<file path="config.mk">
export PLATFORM = sky130hd
export DESIGN_NAME = controle_envase
export DESIGN_NICKNAME = d
export VERILOG_FILES = /design/src/rtl/envase_pkg.sv /design/src/rtl/envase_timer.sv /design/src/rtl/controle_envase.sv
export SDC_FILE = /design/constraint.sdc
export NUM_CORES = 1
export LEC_CHECK = 0
export CAP_MARGIN = 0
export CORE_UTILIZATION = 54
export CTS_BUF_LIST = sky130_fd_sc_hd__clkbuf_8
export CTS_CLUSTER_DIAMETER = 100
export DETAILED_ROUTE_END_ITERATION = 12
export HOLD_SLACK_MARGIN = 0.02
export PLACE_DENSITY = 0.81
export SYNTH_ARGS = -nofsm -noshare
export SYNTH_HDL_FRONTEND = slang
export SYNTH_SLANG_ARGS = --single-unit
</file>
<file path="constraint.sdc">
create_clock -name CLOCK -period 2.6 [get_ports CLOCK]
set_input_delay 0.39 -clock CLOCK [delete_from_list [all_inputs] [get_ports CLOCK]]
set_output_delay 0.39 -clock CLOCK [all_outputs]
set_load 0.01 [all_outputs]
</file>
<file path="src/rtl/envase_pkg.sv">
// Shared types and constants for the bottling-line sequencer.
package envase_pkg;

    typedef enum logic [2:0] {
        IDLE  = 3'd0,
        MOVE  = 3'd1,
        FILL  = 3'd2,
        CAP   = 3'd3,
        EXIT  = 3'd4,
        FAULT = 3'd5
    } state_t;

    localparam int BOX_SIZE = 12;

endpackage

</file>
<file path="src/rtl/envase_timer.sv">
// Shared state timer: synchronous clear, count enable, compare against a runtime terminal value.
module envase_timer #(
    parameter int W = 9
) (
    input  logic         CLOCK,
    input  logic         RESET,
    input  logic         clr_i,
    input  logic         en_i,
    input  logic [W-1:0] term_i,
    output logic         done_o
);

    logic [W-1:0] cnt_q, cnt_d;

    always_comb begin
        cnt_d = cnt_q;
        if (clr_i)     cnt_d = '0;
        else if (en_i) cnt_d = cnt_q + 1'b1;
    end

    always_ff @(posedge CLOCK) begin
        if (RESET) cnt_q <= '0;
        else       cnt_q <= cnt_d;
    end

    assign done_o = (cnt_q == term_i);

endmodule

</file>
<file path="src/rtl/controle_envase.sv">
// Bottling-line sequencer: conveyor, fill valve, corker, bottle count and fault flag.
// Optional box-full pulse output is built when CONTA_CAIXA_EN is defined.
module controle_envase
    import envase_pkg::*;
#(
    parameter int MOVE_TIMEOUT = 200,
    parameter int FILL_TIMEOUT = 500,
    parameter int CAP_CYCLES   = 8,
    parameter int COUNT_W      = 8
) (
    input  logic               CLOCK,
    input  logic               RESET,
    input  logic               START,
    input  logic               STOP,
    input  logic               RECONHECE,
    input  logic               SENSOR_GARRAFA,
    input  logic               SENSOR_NIVEL,
    output logic               MOTOR,
    output logic               VALVULA,
    output logic               ROLHADOR,
    output logic               ALARME,
    output logic               OCUPADO,
`ifdef CONTA_CAIXA_EN
    output logic               CAIXA_CHEIA,
`endif
    output logic [COUNT_W-1:0] CONTAGEM
);

    localparam int TMAX_A = (MOVE_TIMEOUT > FILL_TIMEOUT) ? MOVE_TIMEOUT : FILL_TIMEOUT;
    localparam int TMAX   = (TMAX_A > CAP_CYCLES) ? TMAX_A : CAP_CYCLES;
    localparam int TW     = $clog2(TMAX + 1);

    state_t             state_q, state_d;
    logic               stop_q, stop_d;
    logic [COUNT_W-1:0] cnt_q, cnt_d;
    logic               inc;
    logic               stop_any;
    logic               tmr_clr, tmr_en, tmr_done;
    logic [TW-1:0]      tmr_term;

    assign stop_any = stop_q | STOP;

    // Terminal value depends on which state owns the timer right now
    always_comb begin
        tmr_term = '0;
        tmr_en   = 1'b0;
        case (state_q)
            MOVE: begin tmr_term = TW'(MOVE_TIMEOUT - 1); tmr_en = 1'b1; end
            FILL: begin tmr_term = TW'(FILL_TIMEOUT - 1); tmr_en = 1'b1; end
            CAP:  begin tmr_term = TW'(CAP_CYCLES - 1);   tmr_en = 1'b1; end
            default: ;
        endcase
    end

    assign tmr_clr = (state_d != state_q);

    envase_timer #(.W(TW)) u_timer (
        .CLOCK  (CLOCK),
        .RESET  (RESET),
        .clr_i  (tmr_clr),
        .en_i   (tmr_en),
        .term_i (tmr_term),
        .done_o (tmr_done)
    );

    always_comb begin
        state_d = state_q;
        stop_d  = stop_q;
        inc     = 1'b0;
        case (state_q)
            IDLE: begin
                stop_d = 1'b0;
                if (START && !STOP) state_d = MOVE;
            end
            MOVE: begin
                if (STOP) stop_d = 1'b1;
                if (SENSOR_GARRAFA) state_d = FILL;
                else if (stop_any)  state_d = IDLE;
                else if (tmr_done)  state_d = IDLE;
            end
            FILL: begin
                if (STOP) stop_d = 1'b1;
                if (SENSOR_NIVEL)  state_d = CAP;
                else if (tmr_done) state_d = FAULT;
            end
            CAP: begin
                if (STOP) stop_d = 1'b1;
                if (tmr_done) state_d = EXIT;
            end
            EXIT: begin
                if (STOP) stop_d = 1'b1;
                if (!SENSOR_GARRAFA) begin
                    inc     = 1'b1;
                    state_d = stop_any ? IDLE : MOVE;
                end
            end
            FAULT: begin
                if (RECONHECE) state_d = IDLE;
            end
            default: state_d = FAULT;
        endcase
        cnt_d = cnt_q + COUNT_W'(inc);
    end

    always_ff @(posedge CLOCK) begin
        if (RESET) begin
            state_q <= IDLE;
            stop_q  <= 1'b0;
            cnt_q   <= '0;
        end else begin
            state_q <= state_d;
            stop_q  <= stop_d;
            cnt_q   <= cnt_d;
        end
    end

    // Moore decode; unknown encodings look like a fault until they get there
    always_comb begin
        MOTOR    = 1'b0;
        VALVULA  = 1'b0;
        ROLHADOR = 1'b0;
        ALARME   = 1'b0;
        OCUPADO  = 1'b0;
        case (state_q)
            IDLE:  ;
            MOVE:  begin MOTOR    = 1'b1; OCUPADO = 1'b1; end
            FILL:  begin VALVULA  = 1'b1; OCUPADO = 1'b1; end
            CAP:   begin ROLHADOR = 1'b1; OCUPADO = 1'b1; end
            EXIT:  begin MOTOR    = 1'b1; OCUPADO = 1'b1; end
            default: ALARME = 1'b1;
        endcase
    end

    assign CONTAGEM = cnt_q;

`ifdef CONTA_CAIXA_EN
    localparam int BOX_W = $clog2(BOX_SIZE);

    logic [BOX_W-1:0] box_q;
    logic             caixa_q;

    always_ff @(posedge CLOCK) begin
        if (RESET) begin
            box_q   <= '0;
            caixa_q <= 1'b0;
        end else begin
            caixa_q <= 1'b0;
            if (inc) begin
                if (box_q == BOX_W'(BOX_SIZE - 1)) begin
                    box_q   <= '0;
                    caixa_q <= 1'b1;
                end else begin
                    box_q <= box_q + 1'b1;
                end
            end
        end
    end

    assign CAIXA_CHEIA = caixa_q;
`endif

endmodule
</file>
==> run metrics <==
chip width 49.4 microns; Fillers roughly 170; WHS between 500 and 600 ps; Die Area between 2000 and 2500 sq um; total gr overflow 0; Logic pwr share 0.227; Die Height 49.4 microns; initial antenna violation count 0; post-CTS setup buffer count 0; largest net degree at the start of global routing 15; Slew headroom 0.638; most frequent cell after synthesis dfxtp_1; Total Routed Length around 2500 microns; Cell Area, Synth about 1200 sq um; n_diodes 0; gr usage total 0.227; antenna viol nets, final 0; via count about 1100; commonest cells in the netlist 21 x dfxtp_1, 16 x nor2_1, 10 x nor4_1; crit path to u_timer.cnt_q[4]$_SDFFE_PP0N_; layout cells sized above 1 0.0976; R2R Path End u_timer.cnt_q[4]$_SDFFE_PP0N_; Tot Pwr 702 uW; critical path depth 5; cts hold-fix bufs 0; Critical Path Sink Type register; switching power total 198 uW; Nets roughly 180; worst hold path class register to register; cts repair resizes 0; routability cong. between 0.8 and 0.9; first-pass GRT wire length 4330 microns; vias in the first global route 1016; worst setup path startpoint state_q[1]$_SDFF_PP0_; MaxCap Viol Count 0; Max clock buf depth 2; clock power share 0.295; Post-synth EDFFs 0; CP startpoint kind register; Max Slew Vio Count 0; FP Rows 16; I/O pin total 20; Ys Warns 0; TNS Setup 0 ps; H-tree depth 1; Top delay family on crit path simple AND/OR/NAND/NOR gates; Unique masters post-synth 39; Sw Ratio 0.282; FF+latch count, synth 21; average cell area after synthesis roughly 8.4 sq um; Slowest-stage cell, CP nor4b_4; Pwr per Cell Area around 470 nW/um^2; fin crit period roughly 2300 ps; Clock transition at path regs roughly 70 ps; IO buf count 19; Vias per Instance 5.70; status completed; top cells by area, synth dfxtp_1 35%, xnor2_1 5.8%, xor2_1 5.8%, nor4_1 5.1%, nor2_1 4.9%; clock skew 0.904 ps; worst setup path class register to register; # DRC 0; sequential share of power 0.478; drt pass-1 iters 4; Syn Inst Count about 140; Worst EP arrival 2380 ps; Clock Latency Late Sink 250 ps; Synth Flop Type dfxtp_1; critical-path maximum fanout 9; RR Startpoint state_q[1]$_SDFF_PP0_; crit path cell chain nor3b_2, or4_1, a221o_1, nor4b_4, nor4_1; Initial Util 0.595; Worst path max stage delay between 500 and 600 ps; DRT iter0 DRCs 33; fin crit share 0.870; Crit path required time roughly 2700 ps; Final Hold Viols 0; RSZ-0062 raised after global routing false; worst IR drop on VDD roughly 0.00032 V; Worst-Margin Slew around 540 ps; Layout area overhead 22.5%; Peak Freq roughly 0.44 GHz; Worst Path Buf+Inv 0; dpl hpwl 1920 microns; Leakage Power about 0.00054 uW; total CTS buffers 3; post-synthesis sequential area ratio 0.346; Routed WL per cell ~13 microns; CTS tree yes; R2R setup slack roughly 340 ps; Syn Nets 154; Pint a little over 500 uW; setup violators final 0; root buffer cell clkbuf_8; clock tree sinks 21; R2R cell count 5; Yosys top cell area share 0.346; core area a little over 2000 sq um; ys async rst share 0; largest area contributor in the netlist dfxtp_1
stage by stage:
step                std cells  setup WS [ps]  area [sq um]  utilization
CTS                       191            346          1490        0.729
global route              191            246          1490        0.729
detailed placement        187            266          1440        0.706
global placement          187            342          1440        0.706
finish                    191            338          1490        0.729
floorplan                 144            608          1210            -
layer usage:
metal  global-route usage  part of all wire
met1                0.302              0.46
met2                0.384              0.50
met3               0.0374             0.040
met4               0.0524                 0
met5                    0                 0
worst register-to-register path, delay by kind of cell (launching register included):
| kind | cells | cell delay (ps) |
|---|---|---|
| flip-flops | 1 | 390 |
| AO/OA/AOI/OAI | 1 | 470 |
| AND/OR/NAND/NOR | 4 | 1280 |
power by group through the flow:
stage	Clock, uW	Combinational [uW]	Sequential, uW
2_1_floorplan	0	113	342
3_3_place_gp	0	156	342
3_5_place_dp	0	159	343
4_1_cts	214	160	335
5_1_grt	231	174	337
6_report	207	159	335
state kept, by name, indices dropped and copies added (netlist names):
name / flops
state_q: 3
stop_q: 1
CONTAGEM: 8
u_timer.cnt_q: 9
cells in the final DEF, fill, tap and decap left out, types with 5 or more instances in the layout:
master and count:
dfxtp_1 21, nand3_1 9, nor2_1 16, nand2_1 6, xnor2_1 8, nor3_1 6, clkdlybuf4s50_1 19, buf_4 5
a21oi_1 7, xor2_1 8, inv_1 6, nor4_1 10
worst min-delay path by stage:
stage,start,end,cells past startpoint
after floorplan,RESET,CONTAGEM[0]$_SDFF_PP0_,1
after global placement,CONTAGEM[7]$_SDFF_PP0_,CONTAGEM[7]$_SDFF_PP0_,2
after detailed placement,CONTAGEM[7]$_SDFF_PP0_,CONTAGEM[7]$_SDFF_PP0_,2
after CTS,CONTAGEM[7]$_SDFF_PP0_,CONTAGEM[7]$_SDFF_PP0_,2
after global routing,CONTAGEM[7]$_SDFF_PP0_,CONTAGEM[7]$_SDFF_PP0_,2
final,CONTAGEM[7]$_SDFF_PP0_,CONTAGEM[7]$_SDFF_PP0_,2
cell type report:
type,count,area (sq um),share of cell area
multi-input combinational,109,737,0.495
sequential,21,420,0.283
timing repair buffer,24,228,0.153
clock buffer,3,41.3,0.0278
tap,27,33.8,0.0227
inverter,6,22.5,0.0151
clock inverter,1,5.00,0.00336
cells by family (layout without fill, tap and decap cells):
logic type	count (synthesis)	after routing	share of synthesized area
and+or+nand+nor	70	70	0.338
buffers and inverters	14	34	0.0474
xor gates and xnor gates	16	16	0.115
DFF	21	21	0.346
muxes	1	1	0.00824
AOI/OAI and AO/OA	19	19	0.114
adders and majority gates	3	3	0.0309
Power figures use the tool's default switching activity.
